`src/rtl/bp_be_rv64_pkg.sv`:
```
// bp_be_rv64_pkg
// Shared RV64 definitions for the backend: base opcodes, the immediate
// format enumeration, the instruction field view used on issue, and a helper
// that classifies an opcode by immediate format.
// No ports (package).
package bp_be_rv64_pkg;

  localparam logic [6:0] rv64_op_load   = 7'b0000011;
  localparam logic [6:0] rv64_op_imm    = 7'b0010011;
  localparam logic [6:0] rv64_op_imm32  = 7'b0011011;
  localparam logic [6:0] rv64_op_store  = 7'b0100011;
  localparam logic [6:0] rv64_op_branch = 7'b1100011;
  localparam logic [6:0] rv64_op_lui    = 7'b0110111;
  localparam logic [6:0] rv64_op_auipc  = 7'b0010111;
  localparam logic [6:0] rv64_op_jal    = 7'b1101111;
  localparam logic [6:0] rv64_op_jalr   = 7'b1100111;
  localparam logic [6:0] rv64_op_system = 7'b1110011;

  typedef enum logic [2:0] {
    e_imm_i,
    e_imm_s,
    e_imm_b,
    e_imm_u,
    e_imm_j,
    e_imm_none
  } bp_be_imm_fmt_e;

  // R-type field view; other formats reuse the same bit positions.
  typedef struct packed {
    logic [6:0] funct7;
    logic [4:0] rs2;
    logic [4:0] rs1;
    logic [2:0] funct3;
    logic [4:0] rd;
    logic [6:0] opcode;
  } bp_be_instr_s;

  function automatic bp_be_imm_fmt_e imm_fmt(input logic [6:0] opcode);
    case (opcode)
      rv64_op_load, rv64_op_imm, rv64_op_imm32,
      rv64_op_jalr, rv64_op_system:       return e_imm_i;
      rv64_op_store:                      return e_imm_s;
      rv64_op_branch:                     return e_imm_b;
      rv64_op_lui, rv64_op_auipc:         return e_imm_u;
      rv64_op_jal:                        return e_imm_j;
      default:                            return e_imm_none;
    endcase
  endfunction

endpackage

```
`src/rtl/bp_be_imm_decode.sv`:
```
// bp_be_imm_decode
// Purely combinational RV64 immediate extraction, shared with the issue stage.
// Ports:
//   instr_i  in  32  instruction word
//   imm_o    out 64  sign-extended immediate (0 for formats without one)
module bp_be_imm_decode
  import bp_be_rv64_pkg::*;
(
  input  logic [31:0] instr_i,
  output logic [63:0] imm_o
);

  always_comb begin
    // NOTE: default first so every path assigns imm_o and no latch is inferred.
    imm_o = '0;
    case (imm_fmt(instr_i[6:0]))
      e_imm_i: imm_o = {{52{instr_i[31]}}, instr_i[31:20]};
      e_imm_s: imm_o = {{52{instr_i[31]}}, instr_i[31:25], instr_i[11:7]};
      e_imm_b: imm_o = {{51{instr_i[31]}}, instr_i[31], instr_i[7],
                        instr_i[30:25], instr_i[11:8], 1'b0};
      e_imm_u: imm_o = {{32{instr_i[31]}}, instr_i[31:12], 12'b0};
      e_imm_j: imm_o = {{43{instr_i[31]}}, instr_i[31], instr_i[19:12],
                        instr_i[20], instr_i[30:21], 1'b0};
      default: imm_o = '0;
    endcase
  end

endmodule

```
`src/rtl/bp_be_instr_queue.sv`:
```
// bp_be_instr_queue
// Instruction queue between fetch and backend issue. Accepts up to
// fetch_width_p contiguous lanes per enqueue, issues one instruction per
// cycle with its decoded immediate and an illegal-encoding flag. flush_i
// empties the queue in one cycle.
// Optional feature macro: BP_BE_INSTR_QUEUE_BYPASS_EN -- when the queue is
// empty, lane 0 of a firing enqueue is presented on deq_* in the same cycle.
// Ports:
//   clk_i, reset_n_i          clock, async active-low reset
//   flush_i                   discard all entries (overrides enq/deq)
//   enq_v_i / enq_ready_o     enqueue handshake; ready = fetch_width_p slots free
//   enq_lane_v_i              per-lane valid, contiguous from lane 0
//   enq_instr_i               lane instructions, lane 0 in the LSBs
//   enq_pc_i                  PC of lane 0; lane k is at +4k
//   deq_v_o / deq_yumi_i      head valid / consumer takes head
//   deq_instr_o, deq_pc_o     head instruction and PC (0 when empty)
//   deq_imm_o, deq_illegal_o  head immediate and illegal flag
//   count_o                   occupancy
module bp_be_instr_queue
  import bp_be_rv64_pkg::*;
#(
  parameter int els_p         = 8,
  parameter int fetch_width_p = 2,
  parameter int vaddr_width_p = 39
) (
  input  logic                          clk_i,
  input  logic                          reset_n_i,
  input  logic                          flush_i,
  input  logic                          enq_v_i,
  output logic                          enq_ready_o,
  input  logic [fetch_width_p-1:0]      enq_lane_v_i,
  input  logic [32*fetch_width_p-1:0]   enq_instr_i,
  input  logic [vaddr_width_p-1:0]      enq_pc_i,
  output logic                          deq_v_o,
  input  logic                          deq_yumi_i,
  output logic [31:0]                   deq_instr_o,
  output logic [vaddr_width_p-1:0]      deq_pc_o,
  output logic [63:0]                   deq_imm_o,
  output logic                          deq_illegal_o,
  output logic [$clog2(els_p+1)-1:0]    count_o
);

  localparam int ptr_w = $clog2(els_p);
  localparam int cnt_w = $clog2(els_p+1);

  typedef struct packed {
    bp_be_instr_s               instr;
    logic [vaddr_width_p-1:0]   pc;
  } entry_s;

  entry_s             mem_q [els_p];
  entry_s             mem_d [els_p];
  logic [ptr_w-1:0]   wr_ptr_q, wr_ptr_d, rd_ptr_q, rd_ptr_d;
  logic [cnt_w-1:0]   count_q, count_d, enq_n;
  logic               enq_fire, deq_fire, bypass_v, bypass_take;
  entry_s             head, lane0;
  logic [31:0]        head_instr;

  // Ready depends on the registered count only, so a same-cycle dequeue
  // never opens the door for an enqueue.
  assign enq_ready_o = (int'(count_q) <= els_p - fetch_width_p);
  assign enq_fire    = enq_v_i & enq_ready_o & ~flush_i;

  always_comb begin
    enq_n = '0;
    for (int k = 0; k < fetch_width_p; k++) enq_n = enq_n + cnt_w'(enq_lane_v_i[k]);
  end

  assign lane0 = {enq_instr_i[31:0], enq_pc_i};

`ifdef BP_BE_INSTR_QUEUE_BYPASS_EN
  assign bypass_v = (count_q == '0) & enq_fire & enq_lane_v_i[0];
`else
  assign bypass_v = 1'b0;
`endif
  // A bypassed lane 0 that is consumed the same cycle never touches storage.
  assign bypass_take = bypass_v & deq_yumi_i;

  assign deq_v_o  = (count_q != '0) | bypass_v;
  assign deq_fire = deq_yumi_i & deq_v_o & ~flush_i;

  always_comb begin
    if (count_q != '0)  head = mem_q[rd_ptr_q];
    else if (bypass_v)  head = lane0;
    else                head = '0;
  end

  assign head_instr    = head.instr;
  assign deq_instr_o   = head_instr;
  assign deq_pc_o      = head.pc;
  assign deq_illegal_o = (head.instr.opcode[1:0] != 2'b11);
  assign count_o       = count_q;

  bp_be_imm_decode imm_dec (
    .instr_i (head_instr),
    .imm_o   (deq_imm_o)
  );

  always_comb begin
    mem_d    = mem_q;
    wr_ptr_d = wr_ptr_q;
    rd_ptr_d = rd_ptr_q;
    count_d  = count_q;
    if (flush_i) begin
      wr_ptr_d = '0;
      rd_ptr_d = '0;
      count_d  = '0;
    end else begin
      if (enq_fire) begin
        // Pointer arithmetic is ptr_w wide, so indices wrap modulo els_p.
        for (int k = 0; k < fetch_width_p; k++) begin
          if (enq_lane_v_i[k] && !(k == 0 && bypass_take)) begin
            mem_d[wr_ptr_q + ptr_w'(k) - ptr_w'(bypass_take)] =
              {enq_instr_i[32*k +: 32], enq_pc_i + vaddr_width_p'(4*k)};
          end
        end
        wr_ptr_d = wr_ptr_q + ptr_w'(enq_n) - ptr_w'(bypass_take);
      end
      if (deq_fire && !bypass_take) rd_ptr_d = rd_ptr_q + ptr_w'(1);
      count_d = count_q + (enq_fire ? enq_n : '0) - cnt_w'(deq_fire);
    end
  end

  always_ff @(posedge clk_i or negedge reset_n_i) begin
    // NOTE: non-blocking assignments so every flop samples pre-edge values.
    if (!reset_n_i) begin
      wr_ptr_q <= '0;
      rd_ptr_q <= '0;
      count_q  <= '0;
    end else begin
      wr_ptr_q <= wr_ptr_d;
      rd_ptr_q <= rd_ptr_d;
      count_q  <= count_d;
    end
  end

  // NOTE: the data array is deliberately not reset; count/pointers alone
  // decide which entries are live, and empty outputs are forced to zero.
  always_ff @(posedge clk_i) begin
    mem_q <= mem_d;
  end

`ifndef SYNTHESIS
  logic [fetch_width_p-1:0] lane_v_inc;
  assign lane_v_inc = enq_lane_v_i + fetch_width_p'(1);

  // Contiguous-from-lane-0 masks have the form 0..01..1: mask & (mask+1) == 0.
  lanes_contiguous_a: assert property (@(posedge clk_i) disable iff (!reset_n_i)
    enq_fire |-> ((enq_lane_v_i & lane_v_inc) == '0));

  yumi_needs_valid_a: assert property (@(posedge clk_i) disable iff (!reset_n_i)
    deq_yumi_i |-> deq_v_o);
`endif

endmodule

```
`config.mk`:
```
export PLATFORM = sky130hd
export DESIGN_NAME = bp_be_instr_queue
export DESIGN_NICKNAME = d
export VERILOG_FILES = /design/src/rtl/bp_be_rv64_pkg.sv /design/src/rtl/bp_be_imm_decode.sv /design/src/rtl/bp_be_instr_queue.sv
export SDC_FILE = /design/constraint.sdc
export NUM_CORES = 2
export LEC_CHECK = 0
export ABC_AREA = 1
export CAP_MARGIN = 20
export CORE_MARGIN = 1
export CORE_UTILIZATION = 39
export DETAILED_ROUTE_END_ITERATION = 6
export PLACE_DENSITY_LB_ADDON = 0.2
export SLEW_MARGIN = 20
export SYNTH_ARGS = -nofsm -noshare
export SYNTH_HDL_FRONTEND = slang
export SYNTH_SLANG_ARGS = --single-unit
```
`constraint.sdc`:
```
create_clock -name clk_i -period 26 [get_ports clk_i]
set_input_delay 3.9 -clock clk_i [delete_from_list [all_inputs] [get_ports clk_i]]
set_output_delay 3.9 -clock clk_i [all_outputs]
set_load 0.02 [all_outputs]
```
==> run_summary.xml <==
<?xml version="1.0" encoding="UTF-8"?>
<metrics>
  <group name="pwr">
    <metric name="vdd_ir_drop_max" unit="uV">66.1</metric>
    <metric name="internal_power" unit="uW">2240</metric>
    <metric name="totalPowerFinal" unit="uW">3770</metric>
    <metric name="pwr-share-seq" unit="%">33.6</metric>
    <metric name="netSwitchingFraction" unit="%">40.5</metric>
    <metric name="power_switching" unit="uW">1530</metric>
    <metric name="p_clk_share" unit="%">25.9</metric>
    <metric name="logic_gate_share_of_total_power" unit="%">40.6</metric>
    <metric name="power_density" unit="mW/mm^2">90.0</metric>
    <metric name="static-leakage-power" unit="uW">0.0176</metric>
  </group>
  <group name="synth">
    <metric name="dominant_combinational_cell_family_by_area_after_synthesis" unit="">simple AND/OR/NAND/NOR gates</metric>
    <metric name="synth_compound_area_share" unit="%">21.1</metric>
    <metric name="simple_gate_fraction_of_synth_area" unit="%">22.6</metric>
    <metric name="synth-main-ff-cell" unit="">sky130_fd_sc_hd__edfxtp_1</metric>
    <metric name="yosys.area_share.adder" unit="%">0.516</metric>
    <metric name="synth_warnings" unit="">0</metric>
    <metric name="synth_async_sr_flop_share" unit="%">1.73</metric>
    <metric name="synthDominantCellAreaShare" unit="%">46.3</metric>
    <metric name="synthXorXnorAreaFrac" unit="%">0.855</metric>
    <metric name="synth-seq-cells" unit="">578</metric>
    <metric name="share_of_synthesized_area_spent_on_multiplexers" unit="%">0.305</metric>
    <metric name="number_of_flops_mapped_to_enable_cells_by_yosys" unit="">568</metric>
    <metric name="yosys-top-cells-area" unit="">sky130_fd_sc_hd__edfxtp_1 46%, sky130_fd_sc_hd__o21ai_0 17%, sky130_fd_sc_hd__nand2_1 15%, sky130_fd_sc_hd__nor2_1 4.5%, sky130_fd_sc_hd__clkbuf_1 2.8%</metric>
    <metric name="netlist-cell-type-count" unit="">42</metric>
    <metric name="syn_area" unit="mm^2">0.0369</metric>
    <metric name="synth-seq-area-share" unit="%">46.9</metric>
    <metric name="netlist_instances" unit="">4916</metric>
    <metric name="avgSynthCellArea" unit="um^2">7.50</metric>
    <metric name="netlist.top_cell.by_area" unit="">sky130_fd_sc_hd__edfxtp_1</metric>
    <metric name="nets_in_the_synthesized_netlist" unit="">5040</metric>
  </group>
  <group name="grt">
    <metric name="antenna_violations_before_repair" unit="">7</metric>
    <metric name="grt_first_pass_wirelength" unit="um">195000</metric>
    <metric name="gr-total-overflow" unit="">0</metric>
    <metric name="maximum_number_of_pins_on_one_net_before_global_route_repair" unit="">106</metric>
    <metric name="grt_pass1_vias" unit="">31083</metric>
    <metric name="global_router_s_overall_resource_usage" unit="%">26.5</metric>
  </group>
  <group name="critical_path">
    <metric name="crit_chain" unit="">buf_4 -&gt; buf_4 -&gt; nand3_1 -&gt; nand2_1 -&gt; nand2_1 -&gt; nand2_1 -&gt; inv_1 -&gt; nor2_2 -&gt; nand3_1 -&gt; a31oi_4 -&gt; clkdlybuf4s50_1</metric>
    <metric name="nature_of_the_critical_path_startpoint" unit="">flip-flop</metric>
    <metric name="timing.critical_path.from" unit="">rd_ptr_q[1]$_DFFE_PN0P_</metric>
    <metric name="critPathTopFamily" unit="">buffers and inverters</metric>
    <metric name="worst_ep_arrival_time" unit="ps">5930</metric>
    <metric name="worst_path_largest_cell_delay" unit="ps">940</metric>
    <metric name="timing_worst_setup_path_type" unit="">flip-flop to output port</metric>
    <metric name="cpMaxStageDelayCell" unit="">sky130_fd_sc_hd__buf_4</metric>
    <metric name="end_kind" unit="">output port</metric>
    <metric name="crit_path_frequent_cell" unit="">sky130_fd_sc_hd__nand2_1</metric>
    <metric name="critical_path.max_fanout" unit="">71</metric>
    <metric name="crit_buf_inv" unit="">4</metric>
    <metric name="rr_startpoint" unit="">count_o[3]$_DFF_PN0_</metric>
    <metric name="critPathRequiredTime" unit="ps">22100</metric>
  </group>
  <group name="placed_design">
    <metric name="place.gp.congestion" unit="">0.825</metric>
    <metric name="place.port_buffers" unit="">251</metric>
    <metric name="dp.final_hpwl" unit="um">72200</metric>
    <metric name="post-place-ws" unit="ps">16500</metric>
  </group>
  <group name="timing">
    <metric name="timing.max_slew.rel_slack" unit="%">25.5</metric>
    <metric name="max_clock_freq" unit="GHz">0.102</metric>
    <metric name="timing_hold_violations_final" unit="">0</metric>
    <metric name="setup_viol" unit="">0</metric>
    <metric name="tns" unit="ps">0</metric>
    <metric name="grt_setup_unrepaired" unit="">no</metric>
    <metric name="worst_pin_slew" unit="ps">1120</metric>
    <metric name="finalCriticalPeriod" unit="ps">9830</metric>
    <metric name="finalClockSkew" unit="ps">30.5</metric>
    <metric name="finalWorstSetupSlack" unit="ps">16170</metric>
    <metric name="finalCritPeriodShare" unit="%">37.8</metric>
    <metric name="number_of_max_slew_violations_in_the_final_report" unit="">0</metric>
  </group>
  <group name="die">
    <metric name="chipWidth" unit="um">310</metric>
    <metric name="io-pin-count" unit="">252</metric>
    <metric name="start_util" unit="%">39.5</metric>
    <metric name="die_height" unit="um">310</metric>
    <metric name="die-area" unit="mm^2">0.0958</metric>
    <metric name="rows" unit="">112</metric>
    <metric name="floorplan.core_area" unit="mm^2">0.0935</metric>
  </group>
  <group name="clocking">
    <metric name="clock_sinks" unit="">578</metric>
    <metric name="postCtsResizedCells" unit="">0</metric>
    <metric name="cts_tree" unit="">yes</metric>
    <metric name="cts_made_buffers" unit="">72</metric>
    <metric name="ctsHoldBuffers" unit="">0</metric>
    <metric name="cts.root.buffer_cell" unit="">sky130_fd_sc_hd__clkbuf_16</metric>
    <metric name="cts_post_setup_buffers_inserted" unit="">0</metric>
    <metric name="clkTransAtPathRegs" unit="ps">60</metric>
    <metric name="worst_skew_pair.late_latency" unit="ps">640</metric>
    <metric name="clock_tree.buffer_depth" unit="">3</metric>
    <metric name="cts_htree_levels" unit="">3</metric>
  </group>
  <group name="detailed_routing">
    <metric name="dr.pass1.iters" unit="">6</metric>
    <metric name="post_drt_wl_per_cell" unit="um">20.9</metric>
    <metric name="antenna_left" unit="">0</metric>
    <metric name="detailroute.via_count" unit="">34381</metric>
    <metric name="avgViaCountPerCell" unit="">5.55</metric>
    <metric name="postRouteWirelength" unit="um">130000</metric>
    <metric name="drc" unit="">0</metric>
    <metric name="first_iter_violations" unit="">3775</metric>
  </group>
  <group name="outcome">
    <metric name="status" unit="">finished clean</metric>
  </group>
  <group name="layout">
    <metric name="drive_gt1_share" unit="%">4.70</metric>
    <metric name="syn2layout_area_growth" unit="%">13.5</metric>
    <metric name="num-nets-final" unit="">5012</metric>
  </group>
  <group name="worst_hold_path">
    <metric name="holdCritPathClass" unit="">flip-flop to flip-flop</metric>
    <metric name="min_from" unit="">mem_q[498]$_DFFE_PP_</metric>
  </group>
  <group name="flow_run">
    <metric name="maxCapViolCount" unit="">0</metric>
  </group>
</metrics>
[cells in the final DEF (no fill, tap or decap), drive strengths merged, types with 41 or more instances in the layout]
cell           netlist  final
a31oi               46     46
buf                131     49
clkdlybuf4s50        0    251
nor2               462    462
o21ai             1327   1327
nand3               64     64
edfxtp             568    568
o211ai              41     41
o22ai               67     67
nand2             1523   1523
inv                264    267
clkbuf             271     99
[registers in the layout (all words and copies together), names as in the netlist]
signal,cells
count_o,4
mem_q,568
rd_ptr_q,3
wr_ptr_q,3
[power groups by stage]
stage | Combinational, uW | Clock [uW] | Sequential [uW]
4_1_cts | 1510 | 985 | 1260
5_1_grt | 1660 | 1010 | 1280
6_report | 1530 | 974 | 1260
2_1_floorplan | 948 | 0 | 1320
3_5_place_dp | 1500 | 0 | 1280
3_3_place_gp | 1490 | 0 | 1280
[cell type report]
class | count | area [um^2]
diodes | 1 | 2.50
clock buffers | 99 | 1980
clock inverters | 24 | 216
fillers | 9492 | 51600
inverters | 270 | 1050
multi-input cells | 3666 | 16800
flip-flops and latches | 578 | 17300
well taps | 1254 | 1570
repair buffers | 300 | 2900
[final timing paths]
kind / endpoint / depth (start not counted) / slack, ps
min: mem_q[498]$_DFFE_PP_ / 1 / 580
min in group asynchronous: rd_ptr_q[1]$_DFFE_PN0P_ / 1 / 3690
max: deq_imm_o[60] / 11 / 16170
max in group asynchronous: rd_ptr_q[0]$_DFFE_PN0P_ / 1 / 21780
min reg2reg: mem_q[498]$_DFFE_PP_ / 1 / 580
max reg2reg: mem_q[136]$_DFFE_PP_ / 9 / 20720
[layer usage]
layer / global-route usage [%] / vias to the layer above / routed length, um
li1: - / 16541 / -
met1: 37.2 / 15965 / 55500
met2: 42.1 / 1650 / 58500
met3: 4.10 / 215 / 12400
met4: 7.94 / 10 / 3190
met5: 0 / - / 65
[cells in the mapped netlist, drive strengths merged, types with 6 or more instances]
master  count
nand2    1523
xor2       36
mux2       10
clkbuf    271
nor3       12
buf       131
nor2      462
a31oi      46
o21ai    1327
ha         12
a21oi      19
o22ai      67
nand3      64
nand4      35
edfxtp    568
clkinv      6
dfrtp      10
inv       264
o211ai     41
[logic make-up (layout without fill, tap and decap cells)]
logic type,Yosys count,in the layout
flip-flops,578,578
AND/OR/NAND/NOR,2104,2104
adder cells (fa/ha/maj),14,14
XOR/XNOR,36,36
buffers and inverters,672,693
multiplexers,10,10
AO/OA/AOI/OAI,1502,1502
other,0,1
[stage by stage]
stage | instance area [um^2] | util (%) | hold WS (ps) | std cells
after CTS | 41800 | 44.7 | 583 | 6190
after global placement | 39600 | 42.4 | 560 | 6067
final | 41900 | 44.8 | 584 | 6192
after global routing | 41900 | 44.8 | 588 | 6192
after floorplan | 36900 | - | 546 | 4916
after detailed placement | 39600 | 42.4 | 569 | 6067
Power figures use the tool's default switching activity.
